`config.mk`:
```
export PLATFORM = sky130hd
export DESIGN_NAME = player_motion_ctrl
export DESIGN_NICKNAME = d
export VERILOG_FILES = /design/src/rtl/player_pkg.sv /design/src/rtl/frame_tick_gen.sv /design/src/rtl/player_motion_ctrl.sv
export SDC_FILE = /design/constraint.sdc
export NUM_CORES = 1
export LEC_CHECK = 0
export CORE_MARGIN = 2
export CORE_UTILIZATION = 30
export CTS_CLUSTER_SIZE = 8
export DETAILED_ROUTE_END_ITERATION = 8
export PLACE_DENSITY = 0.69
export SYNTH_ARGS = -nofsm -noshare
export SYNTH_HDL_FRONTEND = slang
export SYNTH_SLANG_ARGS = --single-unit
```
`constraint.sdc`:
```
create_clock -name Clk -period 2 [get_ports Clk]
set_input_delay 0.2 -clock Clk [delete_from_list [all_inputs] [get_ports Clk]]
set_output_delay 0.2 -clock Clk [all_outputs]
set_load 0.02 [all_outputs]
```
`src/rtl/player_pkg.sv`:
```
// ============================================================================
// Module  : player_pkg
// Brief   : Shared types and USB keycode constants for player motion control.
// Revision: 1.0
// ============================================================================
`default_nettype none

package player_pkg;

    localparam int VEL_W = 10;

    typedef enum logic [1:0] {
        GROUNDED = 2'd0,
        RISING   = 2'd1,
        FALLING  = 2'd2
    } motion_state_e;

    // USB HID usage IDs
    localparam logic [7:0] KC_A     = 8'h04;
    localparam logic [7:0] KC_D     = 8'h07;
    localparam logic [7:0] KC_W     = 8'h1A;
    localparam logic [7:0] KC_RIGHT = 8'h4F;
    localparam logic [7:0] KC_LEFT  = 8'h50;
    localparam logic [7:0] KC_UP    = 8'h52;

    function automatic logic key_pressed(input logic [7:0] k0,
                                         input logic [7:0] k1,
                                         input logic [7:0] key);
        return (k0 == key) || (k1 == key);
    endfunction

endpackage

`default_nettype wire

```
`src/rtl/frame_tick_gen.sv`:
```
// ============================================================================
// Module  : frame_tick_gen
// Brief   : 2-FF synchroniser plus registered rising-edge detect that turns
//           the asynchronous frame clock into a one-cycle frame_tick pulse.
// Revision: 1.0
// ============================================================================
`default_nettype none

module frame_tick_gen (
    input  logic i_clk,
    input  logic i_rst_n,
    input  logic i_frame_clk,
    output logic o_tick
);

    logic r_sync1;
    logic r_sync2;
    logic r_prev;
    logic r_tick;

    always_ff @(posedge i_clk or negedge i_rst_n) begin
        if (!i_rst_n) begin
            r_sync1 <= 1'b0;
            r_sync2 <= 1'b0;
            r_prev  <= 1'b0;
            r_tick  <= 1'b0;
        end else begin
            r_sync1 <= i_frame_clk;
            r_sync2 <= r_sync1;
            r_prev  <= r_sync2;
            r_tick  <= r_sync2 & ~r_prev;
        end
    end

    assign o_tick = r_tick;

endmodule

`default_nettype wire

```
`src/rtl/player_motion_ctrl.sv`:
```
// ============================================================================
// Module  : player_motion_ctrl
// Brief   : Keycodes to signed per-frame X/Y velocity with jump/gravity FSM.
//           Optional jump buffer enabled by macro PLAYER_JUMP_BUFFER_EN.
// Revision: 1.0
// ============================================================================
`default_nettype none

module player_motion_ctrl
    import player_pkg::*;
#(
    parameter logic [7:0]       KEY_LEFT        = KC_A,
    parameter logic [7:0]       KEY_RIGHT       = KC_D,
    parameter logic [7:0]       KEY_JUMP        = KC_W,
    parameter logic [VEL_W-1:0] MAX_VEL_X       = 10'd2,
    parameter logic [VEL_W-1:0] JUMP_VEL        = 10'd8,
    parameter logic [VEL_W-1:0] GRAVITY         = 10'd1,
    parameter logic [VEL_W-1:0] MAX_FALL_VEL    = 10'd8,
    parameter int               JUMP_BUF_FRAMES = 3
) (
    input  logic             Clk,
    input  logic             Reset_n,
    input  logic             frame_clk,
    input  logic [7:0]       keycode0,
    input  logic [7:0]       keycode1,
    input  logic             on_ground,
    input  logic             hit_ceiling,
    input  logic             revive,
    output logic             frame_tick,
    output logic [VEL_W-1:0] x_motion,
    output logic [VEL_W-1:0] y_motion,
    output logic             facing_left,
    output logic [1:0]       motion_state
);

    logic w_tick;

    frame_tick_gen u_frame_tick_gen (
        .i_clk       (Clk),
        .i_rst_n     (Reset_n),
        .i_frame_clk (frame_clk),
        .o_tick      (w_tick)
    );

    motion_state_e    r_state, w_state_nx;
    logic [VEL_W-1:0] r_x, w_x_nx;
    logic [VEL_W-1:0] r_y, w_y_nx;
    logic [VEL_W-1:0] w_y_inc;
    logic             r_face, w_face_nx;
    logic             r_armed, w_armed_nx;
    logic             w_left, w_right, w_jump, w_jump_edge;
    logic             w_buf_hit;

    assign w_left      = key_pressed(keycode0, keycode1, KEY_LEFT);
    assign w_right     = key_pressed(keycode0, keycode1, KEY_RIGHT);
    assign w_jump      = key_pressed(keycode0, keycode1, KEY_JUMP);
    assign w_jump_edge = w_jump & r_armed;
    assign w_y_inc     = r_y + GRAVITY;

`ifdef PLAYER_JUMP_BUFFER_EN
    localparam int c_BUF_W = $clog2(JUMP_BUF_FRAMES + 1);
    logic [c_BUF_W-1:0] r_buf, w_buf_nx;
    // A press on the landing tick itself also counts as buffered.
    assign w_buf_hit = (r_buf != '0) | w_jump_edge;
`else
    assign w_buf_hit = 1'b0;
`endif

    always_comb begin
        w_state_nx = r_state;
        w_x_nx     = r_x;
        w_y_nx     = r_y;
        w_face_nx  = r_face;
        w_armed_nx = r_armed;
`ifdef PLAYER_JUMP_BUFFER_EN
        w_buf_nx   = r_buf;
`endif
        if (revive) begin
            w_state_nx = GROUNDED;
            w_x_nx     = '0;
            w_y_nx     = '0;
            w_armed_nx = 1'b1;
`ifdef PLAYER_JUMP_BUFFER_EN
            w_buf_nx   = '0;
`endif
        end else if (w_tick) begin
            if (w_left && !w_right) begin
                w_x_nx    = '0 - MAX_VEL_X;
                w_face_nx = 1'b1;
            end else if (w_right && !w_left) begin
                w_x_nx    = MAX_VEL_X;
                w_face_nx = 1'b0;
            end else begin
                w_x_nx    = '0;
            end

            if (w_jump_edge) begin
                w_armed_nx = 1'b0;
            end else if (!w_jump) begin
                w_armed_nx = 1'b1;
            end

`ifdef PLAYER_JUMP_BUFFER_EN
            if (w_jump_edge && r_state == FALLING) begin
                w_buf_nx = c_BUF_W'(JUMP_BUF_FRAMES);
            end else if (r_buf != '0) begin
                w_buf_nx = r_buf - 1'b1;
            end
`endif

            case (r_state)
                GROUNDED: begin
                    if (w_jump_edge) begin
                        w_state_nx = RISING;
                        w_y_nx     = '0 - JUMP_VEL;
                    end else if (!on_ground) begin
                        w_state_nx = FALLING;
                        w_y_nx     = GRAVITY;
                    end else begin
                        w_y_nx     = '0;
                    end
                end
                RISING: begin
                    if (hit_ceiling) begin
                        w_state_nx = FALLING;
                        w_y_nx     = '0;
                    end else begin
                        w_y_nx = w_y_inc;
                        if (!w_y_inc[VEL_W-1]) begin
                            w_state_nx = FALLING;
                        end
                    end
                end
                FALLING: begin
                    if (on_ground) begin
                        if (w_buf_hit) begin
                            w_state_nx = RISING;
                            w_y_nx     = '0 - JUMP_VEL;
`ifdef PLAYER_JUMP_BUFFER_EN
                            w_buf_nx   = '0;
`endif
                        end else begin
                            w_state_nx = GROUNDED;
                            w_y_nx     = '0;
                        end
                    end else if ($signed(w_y_inc) > $signed(MAX_FALL_VEL)) begin
                        w_y_nx = MAX_FALL_VEL;
                    end else begin
                        w_y_nx = w_y_inc;
                    end
                end
                default: begin
                    w_state_nx = GROUNDED;
                    w_y_nx     = '0;
                end
            endcase
        end
    end

    always_ff @(posedge Clk or negedge Reset_n) begin
        if (!Reset_n) begin
            r_state <= GROUNDED;
            r_x     <= '0;
            r_y     <= '0;
            r_face  <= 1'b0;
            r_armed <= 1'b1;
`ifdef PLAYER_JUMP_BUFFER_EN
            r_buf   <= '0;
`endif
        end else begin
            r_state <= w_state_nx;
            r_x     <= w_x_nx;
            r_y     <= w_y_nx;
            r_face  <= w_face_nx;
            r_armed <= w_armed_nx;
`ifdef PLAYER_JUMP_BUFFER_EN
            r_buf   <= w_buf_nx;
`endif
        end
    end

    assign frame_tick   = w_tick;
    assign x_motion     = r_x;
    assign y_motion     = r_y;
    assign facing_left  = r_face;
    assign motion_state = r_state;

endmodule

`default_nettype wire

```
==> results.cfg <==
[layout]
final_nets = 242
drive_gt1_frac = 0.306
area_growth_pct = 63.0
final_common_cell = clkdlybuf4s50_1
num-fill-cells = 395
antennaDiodeCount = 0
layout.cells.most_common_list = clkdlybuf4s50_1 (41), buf_4 (31), nor2_1 (17), dfrtp_1 (16), nand2_1 (13)
final_util = 0.509

[timing]
setup-violations-final = 2
tightest_slew_ns = 0.666
maxSlewViolCount = 0
finalClockSkew_ns = 0.00649
fin_crit_sh = 1.02
finalWorstSetupSlack_ns = -0.0368
relSlewSlack = 0.555
worst_hold_slack_ns = 0.340
fmax_ghz = 0.491
grt_setup_unrepaired = true
finalHoldViolations = 0
fin_tns_setup_ns = -0.0686
finalCriticalPeriod_ns = 2.04

[floorplan]
core-area_um2 = 4350
die_x_um = 71.3
dieArea_um2 = 5080
num_io_pins = 46
die_y_um = 71.3
rows = 24
start_util = 0.312

[logic_synthesis]
ys_types = 53
yosysSeqAreaShare = 0.369
async_flop_share = 1.00
synth_flop_cell = dfrtp_1
syn_inst = 150
syn_area_per_cell_um2 = 9.06
synth_edf_count = 0
ys_seq_elements = 20
synth_area_um2 = 1360
yosysWarnings = 0
synth_nets = 175

[grt]
overflow = 0
grt_util_all_layers = 0.151
grt_pass1_wl_um = 6270
grt_max_degree = 15
grt_pass1_vias = 1327
grt_antenna_before_repair = 0

[pwr]
vdd_drop_max_uv = 179
power_density_nw_per_um2 = 388
p_total_mw = 0.859
power_leakage_nw = 0.949

[setup_path]
reg2reg_slack_ns = -0.04
cp.arrival_ns = 2.20
crit_type = register to register
crit_fanout = 7
crit_required_ns = 2.17
critPathCaptureType = register
critPathLaunchType = register

[routing]
avgViaCountPerCell = 5.15
drc = 0
vias = 1379
ant_nets = 0
firstDrtPassIters = 4
wirelength_um = 3880
post_drt_wl_per_cell_um = 14.5
drt_iter0_markers = 91

[clock_tree]
root_buffer = clkbuf_8
tritoncts = built
cts.path.max_buffers = 2
path_clk_slew_ns = 0.08
h-tree-depth = 1
clock-sinks = 20
insertion_delay_ns = 0.26
cts-buffers-inserted = 3

[status]
violations = negative setup slack
outcome = finished, violations left

[hold_path]
holdCritPathClass = input pin to asynchronous set/reset pin

[placement]
place_hpwl_um = 2840
routabilityCongestion = 0.830
io_buffers = 44

[flow_run]
drv_cap = 0
-- repair_timing --
item | in CTS | in global routing
resized for setup | 5 | 24
setup endpoints to repair | 4 | 11
pin swaps | 4 | 10
hold endpoints to repair | 0 | 0
hold buffers | 0 | 0
buffers inserted | 1 | 3
-- metrics by stage --
step           std cells  setup slack (ns)  area (um2)
3_3_place_gp         260            -0.325        1990
3_5_place_dp         260            -0.396        1990
6_report             268           -0.0368        2210
5_1_grt              268            -0.124        2210
2_1_floorplan        150            0.0107        1360
4_1_cts              265           -0.0282        2070
-- sequential cells by signal, indices dropped and copies added, names as in the netlist --
register                  count
facing_left                   1
motion_state                  2
r_armed                       1
u_frame_tick_gen.o_tick       1
u_frame_tick_gen.r_prev       1
u_frame_tick_gen.r_sync1      1
u_frame_tick_gen.r_sync2      1
x_motion                      2
y_motion                     10
-- area by class of cell --
type	instances	area [um2]	share of cell area
well taps	52	65.1	0.0294
flip-flops and latches	20	505	0.228
multi-input cells	114	900	0.406
inverters	2	7.51	0.00339
repair buffers	76	692	0.312
clock buffers	4	45.0	0.0203
-- worst max-delay path: stages (launching register included) --
cell     delay, ns
dfrtp_2       0.43
buf_4         0.17
and4_4        0.21
and3b_2       0.22
nor4_4        0.23
a31oi_4       0.17
o21ai_2       0.19
nand2_1       0.12
o31ai_1       0.21
-- cells in the mapped netlist, drive strengths merged (3+ instances only) --
master	instances	share of area
a211oi	4	0.026
dfrtp	19	0.35
nor2	18	0.050
xnor2	3	0.019
ha	3	0.028
o21ai	8	0.029
nand2	14	0.039
a21oi	7	0.026
buf	12	0.063
nand4	3	0.014
nor4	3	0.023
nor3	5	0.022
nand3	6	0.022
a31oi	3	0.018
-- per-layer routing --
metal / up-vias / GRT usage / routed length, um
li1: 676 / - / -
met1: 677 / 0.208 / 1800
met2: 26 / 0.254 / 1990
met3: 0 / 0.0169 / 93
met4: 0 / 0.0377 / 0
met5: - / 0 / 0
-- power breakdown --
| group | internal, mW | total, mW | switching (mW) | leakage (nW) |
|---|---|---|---|---|
| clock | 0.142 | 0.281 | 0.139 | 0.0228 |
| sequential | 0.413 | 0.418 | 0.00507 | 0.262 |
| combinational | 0.0890 | 0.160 | 0.0712 | 0.664 |
-- path summary, 6_finish.rpt --
kind	from	endpoint	cells past startpoint
hold reg to reg	u_frame_tick_gen.r_sync1$_DFF_PN0_	u_frame_tick_gen.r_sync2$_DFF_PN0_	0
hold / removal	Reset_n	y_motion[4]$_DFFE_PN0P_	1
max in group asynchronous	Reset_n	u_frame_tick_gen.o_tick$_DFF_PN0_	2
setup / recovery	y_motion[1]$_DFFE_PN0P_	y_motion[2]$_DFFE_PN0P_	8
setup reg to reg	y_motion[1]$_DFFE_PN0P_	y_motion[2]$_DFFE_PN0P_	8
min in group Clk	u_frame_tick_gen.r_sync1$_DFF_PN0_	u_frame_tick_gen.r_sync2$_DFF_PN0_	0
-- cell families (layout without fill, tap and decap cells) --
family                   after synthesis  after routing  synth area share
AND/OR/NAND/NOR                       65             65             0.265
adder cells (fa/ha/maj)                3              3            0.0276
other                                  1              1           0.00276
buffers and inverters                 16             82            0.0737
XOR/XNOR                               5              5            0.0378
flip-flops                            20             20             0.369
AO/OA/AOI/OAI                         37             37             0.201
multiplexers                           3              3            0.0230
Power figures use the tool's default switching activity.
